File: src/rtl/scroll_pattern_gen.sv
// ---------------------------------------------------------------------------
// scroll_pattern_gen
//
// Video test-pattern source. Generates raster timing (negative-polarity
// HSYNC/VSYNC plus an active-video qualifier) and fills the active window
// with black, a one-pixel checkerboard, a static LFSR noise field, or a
// noise field that scrolls upward by a programmable number of lines per
// frame. All outputs except PCLK_out are registered one cycle behind the
// raster counters.
//
// Ports
//   clk27        : pixel clock, every register updates on its rising edge
//   reset        : synchronous, active-high
//   mode         : 0 black, 1 checkerboard, 2 static noise, 3 scrolling noise
//   scroll_speed : LFSR steps added to the frame seed per frame (mode 3)
//   R_out/G_out/B_out : pixel data (all three identical), zero when blanked
//   HSYNC_out    : horizontal sync, low during the sync pulse
//   VSYNC_out    : vertical sync, low during the sync pulse
//   ENABLE_out   : high during active video
//   PCLK_out     : copy of clk27
//   frame_start  : one-cycle pulse following raster position (0,0)
// ---------------------------------------------------------------------------
module scroll_pattern_gen #(
    parameter int H_SYNCLEN   = 62,
    parameter int H_BACKPORCH = 60,
    parameter int H_ACTIVE    = 720,
    parameter int H_TOTAL     = 858,
    parameter int V_SYNCLEN   = 6,
    parameter int V_BACKPORCH = 30,
    parameter int V_ACTIVE    = 480,
    parameter int V_TOTAL     = 525,
    parameter int DATA_W      = 8,
    parameter int LFSR_W      = 8,
    parameter int TAP_A       = 7,
    parameter int TAP_B       = 3,
    parameter logic [LFSR_W-1:0] SEED     = '0,
    parameter logic [DATA_W-1:0] NOISE_HI = DATA_W'('hdf),
    parameter logic [DATA_W-1:0] NOISE_LO = DATA_W'('h20)
) (
    input  logic              clk27,
    input  logic              reset,
    input  logic [1:0]        mode,
    input  logic [3:0]        scroll_speed,
    output logic [DATA_W-1:0] R_out,
    output logic [DATA_W-1:0] G_out,
    output logic [DATA_W-1:0] B_out,
    output logic              HSYNC_out,
    output logic              VSYNC_out,
    output logic              ENABLE_out,
    output logic              PCLK_out,
    output logic              frame_start
);

    localparam int H_W     = $clog2(H_TOTAL);
    localparam int V_W     = $clog2(V_TOTAL);
    localparam int X_START = H_SYNCLEN + H_BACKPORCH;
    localparam int Y_START = V_SYNCLEN + V_BACKPORCH;
    localparam int X_END   = X_START + H_ACTIVE;
    localparam int Y_END   = Y_START + V_ACTIVE;

    logic [H_W-1:0]    h_cnt;
    logic [V_W-1:0]    v_cnt;
    logic [1:0]        mode_lat;
    logic [3:0]        step_cnt;
    logic [LFSR_W-1:0] frame_seed;
    logic [LFSR_W-1:0] line_seed;
    logic [LFSR_W-1:0] pix_lfsr;

    logic              at_origin;
    logic              h_end;
    logic              v_act;
    logic              in_active;
    logic              line_load;
    logic [DATA_W-1:0] pix_val;

    // XNOR Fibonacci step: the all-ones state is the lock-up state, so the
    // all-zero seed is a legal starting point.
    function automatic logic [LFSR_W-1:0] lfsr_step(input logic [LFSR_W-1:0] s);
        return {s[LFSR_W-2:0], ~(s[TAP_A] ^ s[TAP_B])};
    endfunction

    assign PCLK_out  = clk27;
    assign at_origin = (h_cnt == '0) && (v_cnt == '0);
    assign h_end     = (int'(h_cnt) == H_TOTAL - 1);
    assign v_act     = (int'(v_cnt) >= Y_START) && (int'(v_cnt) < Y_END);
    assign in_active = v_act && (int'(h_cnt) >= X_START) && (int'(h_cnt) < X_END);
    // One cycle before the first active pixel of an active line, the pixel
    // generator is reloaded from the line seed.
    assign line_load = v_act && (int'(h_cnt) == X_START - 1);

    // Raster counters. Reset parks them at the origin, so the first cycle
    // after release is treated exactly like the start of a new frame.
    always_ff @(posedge clk27) begin
        if (reset) begin
            h_cnt <= '0;
            v_cnt <= '0;
        end else if (h_end) begin
            h_cnt <= '0;
            if (int'(v_cnt) == V_TOTAL - 1)
                v_cnt <= '0;
            else
                v_cnt <= v_cnt + V_W'(1);
        end else begin
            h_cnt <= h_cnt + H_W'(1);
        end
    end

    // Mode/speed latching and the three-level LFSR chain. The frame seed
    // advances by the latched step count during the top blanking lines, the
    // line seed snapshots it just before the first active line and then
    // advances once per line, and the pixel LFSR runs across each line.
    // Line seeds advancing by one step per line is what makes a per-frame
    // seed advance show up as a vertical scroll.
    always_ff @(posedge clk27) begin
        if (reset) begin
            mode_lat   <= 2'd0;
            step_cnt   <= 4'd0;
            frame_seed <= SEED;
            line_seed  <= SEED;
            pix_lfsr   <= SEED;
        end else begin
            if (at_origin) begin
                mode_lat <= mode;
                step_cnt <= (mode == 2'd2) ? 4'd0 : scroll_speed;
            end else if ((step_cnt != 4'd0) && (int'(v_cnt) < Y_START)) begin
                frame_seed <= lfsr_step(frame_seed);
                step_cnt   <= step_cnt - 4'd1;
            end

            if ((h_cnt == '0) && (int'(v_cnt) == Y_START - 1))
                line_seed <= frame_seed;
            else if (line_load)
                line_seed <= lfsr_step(line_seed);

            if (line_load)
                pix_lfsr <= line_seed;
            else if (in_active)
                pix_lfsr <= lfsr_step(pix_lfsr);
        end
    end

    // Pixel value for the current raster position under the latched mode.
    always_comb begin
        pix_val = '0;
        case (mode_lat)
            2'd1:    pix_val = (h_cnt[0] ^ v_cnt[0]) ? '1 : '0;
            2'd2,
            2'd3:    pix_val = pix_lfsr[LFSR_W-1] ? NOISE_LO : NOISE_HI;
            default: pix_val = '0;
        endcase
    end

    // Registered video outputs, one cycle behind the counters. Colour is
    // forced to zero whenever the qualifier is low.
    always_ff @(posedge clk27) begin
        if (reset) begin
            HSYNC_out   <= 1'b0;
            VSYNC_out   <= 1'b0;
            ENABLE_out  <= 1'b0;
            frame_start <= 1'b0;
            R_out       <= '0;
            G_out       <= '0;
            B_out       <= '0;
        end else begin
            HSYNC_out   <= (int'(h_cnt) >= H_SYNCLEN);
            VSYNC_out   <= (int'(v_cnt) >= V_SYNCLEN);
            ENABLE_out  <= in_active;
            frame_start <= at_origin;
            R_out       <= in_active ? pix_val : '0;
            G_out       <= in_active ? pix_val : '0;
            B_out       <= in_active ? pix_val : '0;
        end
    end

endmodule

File: config.mk
export PLATFORM = sky130hd
export DESIGN_NAME = scroll_pattern_gen
export DESIGN_NICKNAME = d
export VERILOG_FILES = /design/src/rtl/scroll_pattern_gen.sv
export SDC_FILE = /design/constraint.sdc
export NUM_CORES = 1
export LEC_CHECK = 0
export BUFFER_PORTS_ARGS = -buffer_cell sky130_fd_sc_hd__buf_2
export CAP_MARGIN = 40
export CORE_ASPECT_RATIO = 1.5
export CORE_UTILIZATION = 55
export DETAILED_ROUTE_END_ITERATION = 10
export PLACE_DENSITY = 0.83
export RECOVER_POWER = 100
export SYNTH_ARGS = -nofsm -noshare
export SYNTH_HDL_FRONTEND = slang
export SYNTH_SLANG_ARGS = --single-unit
File: constraint.sdc
create_clock -name clk27 -period 2.1 [get_ports clk27]
set_input_delay 0.105 -clock clk27 [delete_from_list [all_inputs] [get_ports clk27]]
set_output_delay 0.105 -clock clk27 [all_outputs]
set_load 0.05 [all_outputs]
# Yosys cells after proc, flatten, opt, wreduce, memory -nomap -nowiden
# Index checks and enable logic that the tools add are counted.
[classes] n_div=0 bitwise=9 addsub=3 n_eq_ne=8 n_shift=0 reduce_logical=17 mux=11 magnitude_cmp=7 multipliers=0
[ops] cell="two-way mux 8 bit" count=6
[ops] cell="adder 10 x 1 -> 10 bit (second input constant)" count=2
[ops] cell="greater-or-equal comparator 10 x 6 -> 1 bit (second input constant)" count=2
[ops] cell="logical NOT 10 bit" count=2
[ops] cell="< comparator 10 bit (second input constant)" count=2
[ops] cell="one-hot mux 8 bit (2 select lines)" count=1
[ops] cell="two-way mux 4 bit" count=3
[ops] cell="== test 10 bit (second input constant)" count=1
[ops] cell="== test 10 x 7 -> 1 bit (second input constant)" count=1
[ops] cell="== test 10 x 8 -> 1 bit (second input constant)" count=1
[ops] cell="== test 10 x 9 -> 1 bit (second input constant)" count=1
[ops] cell="greater-or-equal comparator 10 x 3 -> 1 bit (second input constant)" count=1
[ops] cell="greater-or-equal comparator 10 x 7 -> 1 bit (second input constant)" count=1
[ops] cell="< comparator 10 x 6 -> 1 bit (second input constant)" count=1
[ops] cell="two-way mux 10 bit" count=1
[ops] cell="logical AND 1 bit" count=7
[ops] cell="== test 2 bit (second input constant)" count=3
[ops] cell="nonzero test 2 bit" count=3
[ops] cell="OR reduction 2 bit" count=3
[ops] cell="NOT 1 bit" count=5
[ops] cell="nonzero test 4 bit" count=1
[ops] cell="subtractor 4 x 1 -> 4 bit (second input constant)" count=1
[ops] cell="XOR 1 bit" count=4
[ops] cell="== test 2 x 1 -> 1 bit (second input constant)" count=1
[ops] cell="AND reduction 2 bit" count=1
[word_totals] n_memories=0 in_bits=8 mem_bits_rw=0 wordCells=67 output_inout_bits=29 regBits=62 latch_bits=0 rom_bits=0

# Depth between registers and ports, before layout
[depth] depth_word=6 mapped_depth=8 mapped_depth_nobuf=7

==> results.py <==
metrics = {
    "sta": {
        "rsz0062_at_grt": "yes",
        "setup_viol": 0,
        "fmax_mhz": 478,
        "finalCriticalPeriod_ns": 2.09,
        "slew_violations": 0,
        "fin_crit_sh_pct": 99.6,
        "final-hold-violation-count": 0,
        "finClkSkew_ns": 0.00585,
        "relSlewSlack_pct": 59.8,
        "worst_pin_slew_ns": 0.605,
    },
    "synthesis": {
        "syn_area_mm2": 0.00285,
        "yosys_most_used_dff": "dfxtp_1",
        "synth.distinct_cells": 58,
        "synthArstFlopShare_pct": 0,
        "synth_seq_cells": 56,
        "ys_warn_count": 0,
        "ys_top_cells_by_area": "dfxtp_1 39%, buf_4 7.1%, nor2_1 4.6%",
        "synth_area_per_cell_um2": 9.30,
        "synthesis.nets": 321,
        "yosys.area.top_type": "dfxtp_1",
        "synth_edf_count": 0,
        "yosysTopAreaCellShare_pct": 39.4,
        "yosysSeqAreaShare_pct": 39.4,
        "syn_inst": 306,
        "synth_common_cells": "56 x dfxtp_1, 35 x nor2_1, 27 x buf_4, 15 x nand3_1",
        "yosysMostFrequentCell": "dfxtp_1",
    },
    "place": {
        "placed_area_mm2": 0.00301,
        "gp_congestion": 0.862,
        "post-dp-hpwl_mm": 4.22,
        "port_buffers": 36,
    },
    "final_layout": {
        "drive_gt1_share_pct": 17.4,
        "antennaDiodeCount": 0,
        "areaGrowthSynthToFinish_pct": 12.7,
        "nets": 358,
        "final_core_utilization_pct": 65.6,
        "final_area_mm2": 0.00321,
    },
    "floorplanning": {
        "die_x_um": 60.7,
        "fp-row-count": 31,
        "die_h_um": 90.1,
        "initial_core_util_pct": 58.2,
        "io_pins": 37,
        "dieArea_mm2": 0.00547,
        "coreArea_mm2": 0.00489,
    },
    "critical_path": {
        "crit_required_ns": 2.42,
        "cp_data_arrival_time_ns": 2.41,
        "endpoint_kind": "flip-flop",
        "rr_worst_depth": 5,
        "critPathKind": "reg -> reg",
        "critical_path.max_fanout": 8,
        "startpoint_type": "flip-flop",
    },
    "global_routing": {
        "antenna_found_initial": 0,
        "grt_max_degree": 28,
        "grt_first_pass_wirelength_mm": 9.70,
        "grtUsageTotal_pct": 23.2,
        "grt_pass1_vias": 2186,
        "gr-total-overflow": 0,
    },
    "detailed_routing": {
        "wl_met2_mm": 3.33,
        "drt-total-wl_mm": 6.11,
        "num_vias": 2324,
        "wl_per_cell_um": 14.9,
        "ant_nets": 0,
        "vias_per_cell": 5.67,
        "highest_layer": "met4",
        "drtIter0Drc": 161,
        "drtPass1Iterations": 4,
        "wl_met1_mm": 2.40,
        "met3_length_um": 223,
        "drc": 0,
    },
    "clock_network": {
        "cts_tree": "built",
        "path_clk_slew_ns": 0.09,
        "clock_latency_ns": 0.42,
    },
    "power_and_ir_drop": {
        "p_int_uw": 1680,
        "leakagePower_uw": 0.00129,
        "swShare_pct": 28.2,
        "ir_drop_uv": 339,
        "p_per_area_mw_per_mm2": 729,
        "p_comb_share_pct": 15.8,
        "p_sw_uw": 658,
        "seqPwrFrac_pct": 48.4,
        "clockPowerShare_pct": 35.9,
    },
    "min_path": {
        "whs_path_depth": 4,
        "hp-class": "in -> reg",
    },
    "run_status": {
        "status": "finished, final reports clean",
    },
    "job": {
        "max_cap_viol_count": 0,
    },
}
-- power by group through the flow --
stage	sequential (uW)	combinational (uW)	clock, uW
2_1_floorplan	1160	246	103
3_3_place_gp	1150	341	90.8
3_5_place_dp	1150	353	90.8
4_1_cts	1130	364	856
5_1_grt	1140	407	902
6_report	1130	368	838
-- worst paths after layout --
kind / startpoint / end / slack [ns]
worst max register to register: v_cnt[3] / pix_lfsr[0] / 0.009
worst max-delay path: v_cnt[3] / pix_lfsr[0] / 0.009
worst min register to register: line_seed[1] / line_seed[1] / 0.50
worst min-delay path: scroll_speed[1] / step_cnt[1] / 0.49
-- flip-flops by register name, summed over array words and instances, names as in the netlist --
register     cells
v_cnt           10
line_seed        8
B_out            2
frame_start      1
frame_seed       8
pix_lfsr         8
HSYNC_out        1
mode_lat         2
VSYNC_out        1
step_cnt         4
h_cnt           10
ENABLE_out       1
-- routing by layer --
layer / vias up / track usage (%)
met5: - / 0
met4: 0 / 9.28
met3: 19 / 5.47
met2: 63 / 40.8
met1: 1106 / 25.7
li1: 1136 / -
-- stage by stage --
step / power (uW) / setup WS, ns / hold WS, ns / TNS [ns] / std cells
after floorplan: 1510 / 0.163 / 0.250 / 0 / 306
after global placement: 1580 / 0.116 / 0.338 / 0 / 391
after detailed placement: 1600 / 0.0709 / 0.338 / 0 / 391
after CTS: 2350 / 0.0370 / 0.482 / 0 / 409
after global routing: 2440 / -0.0392 / 0.511 / -0.114 / 410
final: 2340 / 0.00903 / 0.487 / 0 / 410
-- cells by family (layout without fill, tap and decap cells) --
kind of cell    count (synthesis)  in the layout  share of synthesized area, %
mux                            11             11                          3.87
flops                          56             56                          39.4
compound gates                 54             54                          15.2
xor+xnor                       23             23                          7.08
buf+inv                        46             84                          9.94
fa+ha+maj                       7              7                          3.08
simple gates                  109            109                          21.5
-- cell usage in the layout (no fill, tap or decap), drive strengths merged, types with 9 or more instances in the layout --
master,netlist,routed
buf,29,25
mux2i,11,11
nand4,10,10
nand2,15,15
inv,9,9
a21oi,12,12
clkbuf,8,41
nor2,37,37
nand3,15,15
xnor2,9,9
xor2,14,14
dfxtp,56,56
-- repair_timing --
| item | in CTS | in global routing |
|---|---|---|
| resized for setup | 0 | 9 |
| setup endpoints to repair | 0 | 17 |
| endpoints found under the hold margin | 8 | 0 |
| buffers inserted | 0 | 1 |
| hold buffers | 7 | 0 |
-- worst max-delay path, stage by stage (launching register included) --
cell      delay [ns]
dfxtp_2         0.38
or4_4           0.54
a221oi_4        0.45
nand3b_4        0.14
o32a_1          0.36
o211a_1         0.12
-- cell type report --
cell class | count | area (um^2)
tap | 66 | 82.6
multi-input combinational | 204 | 1470
timing repair buffer | 63 | 357
sequential | 56 | 1120
inverter | 9 | 33.8
fill | 420 | 1680
clock inverter | 2 | 10.0
clock buffer | 10 | 128
Power figures use the tool's default switching activity.
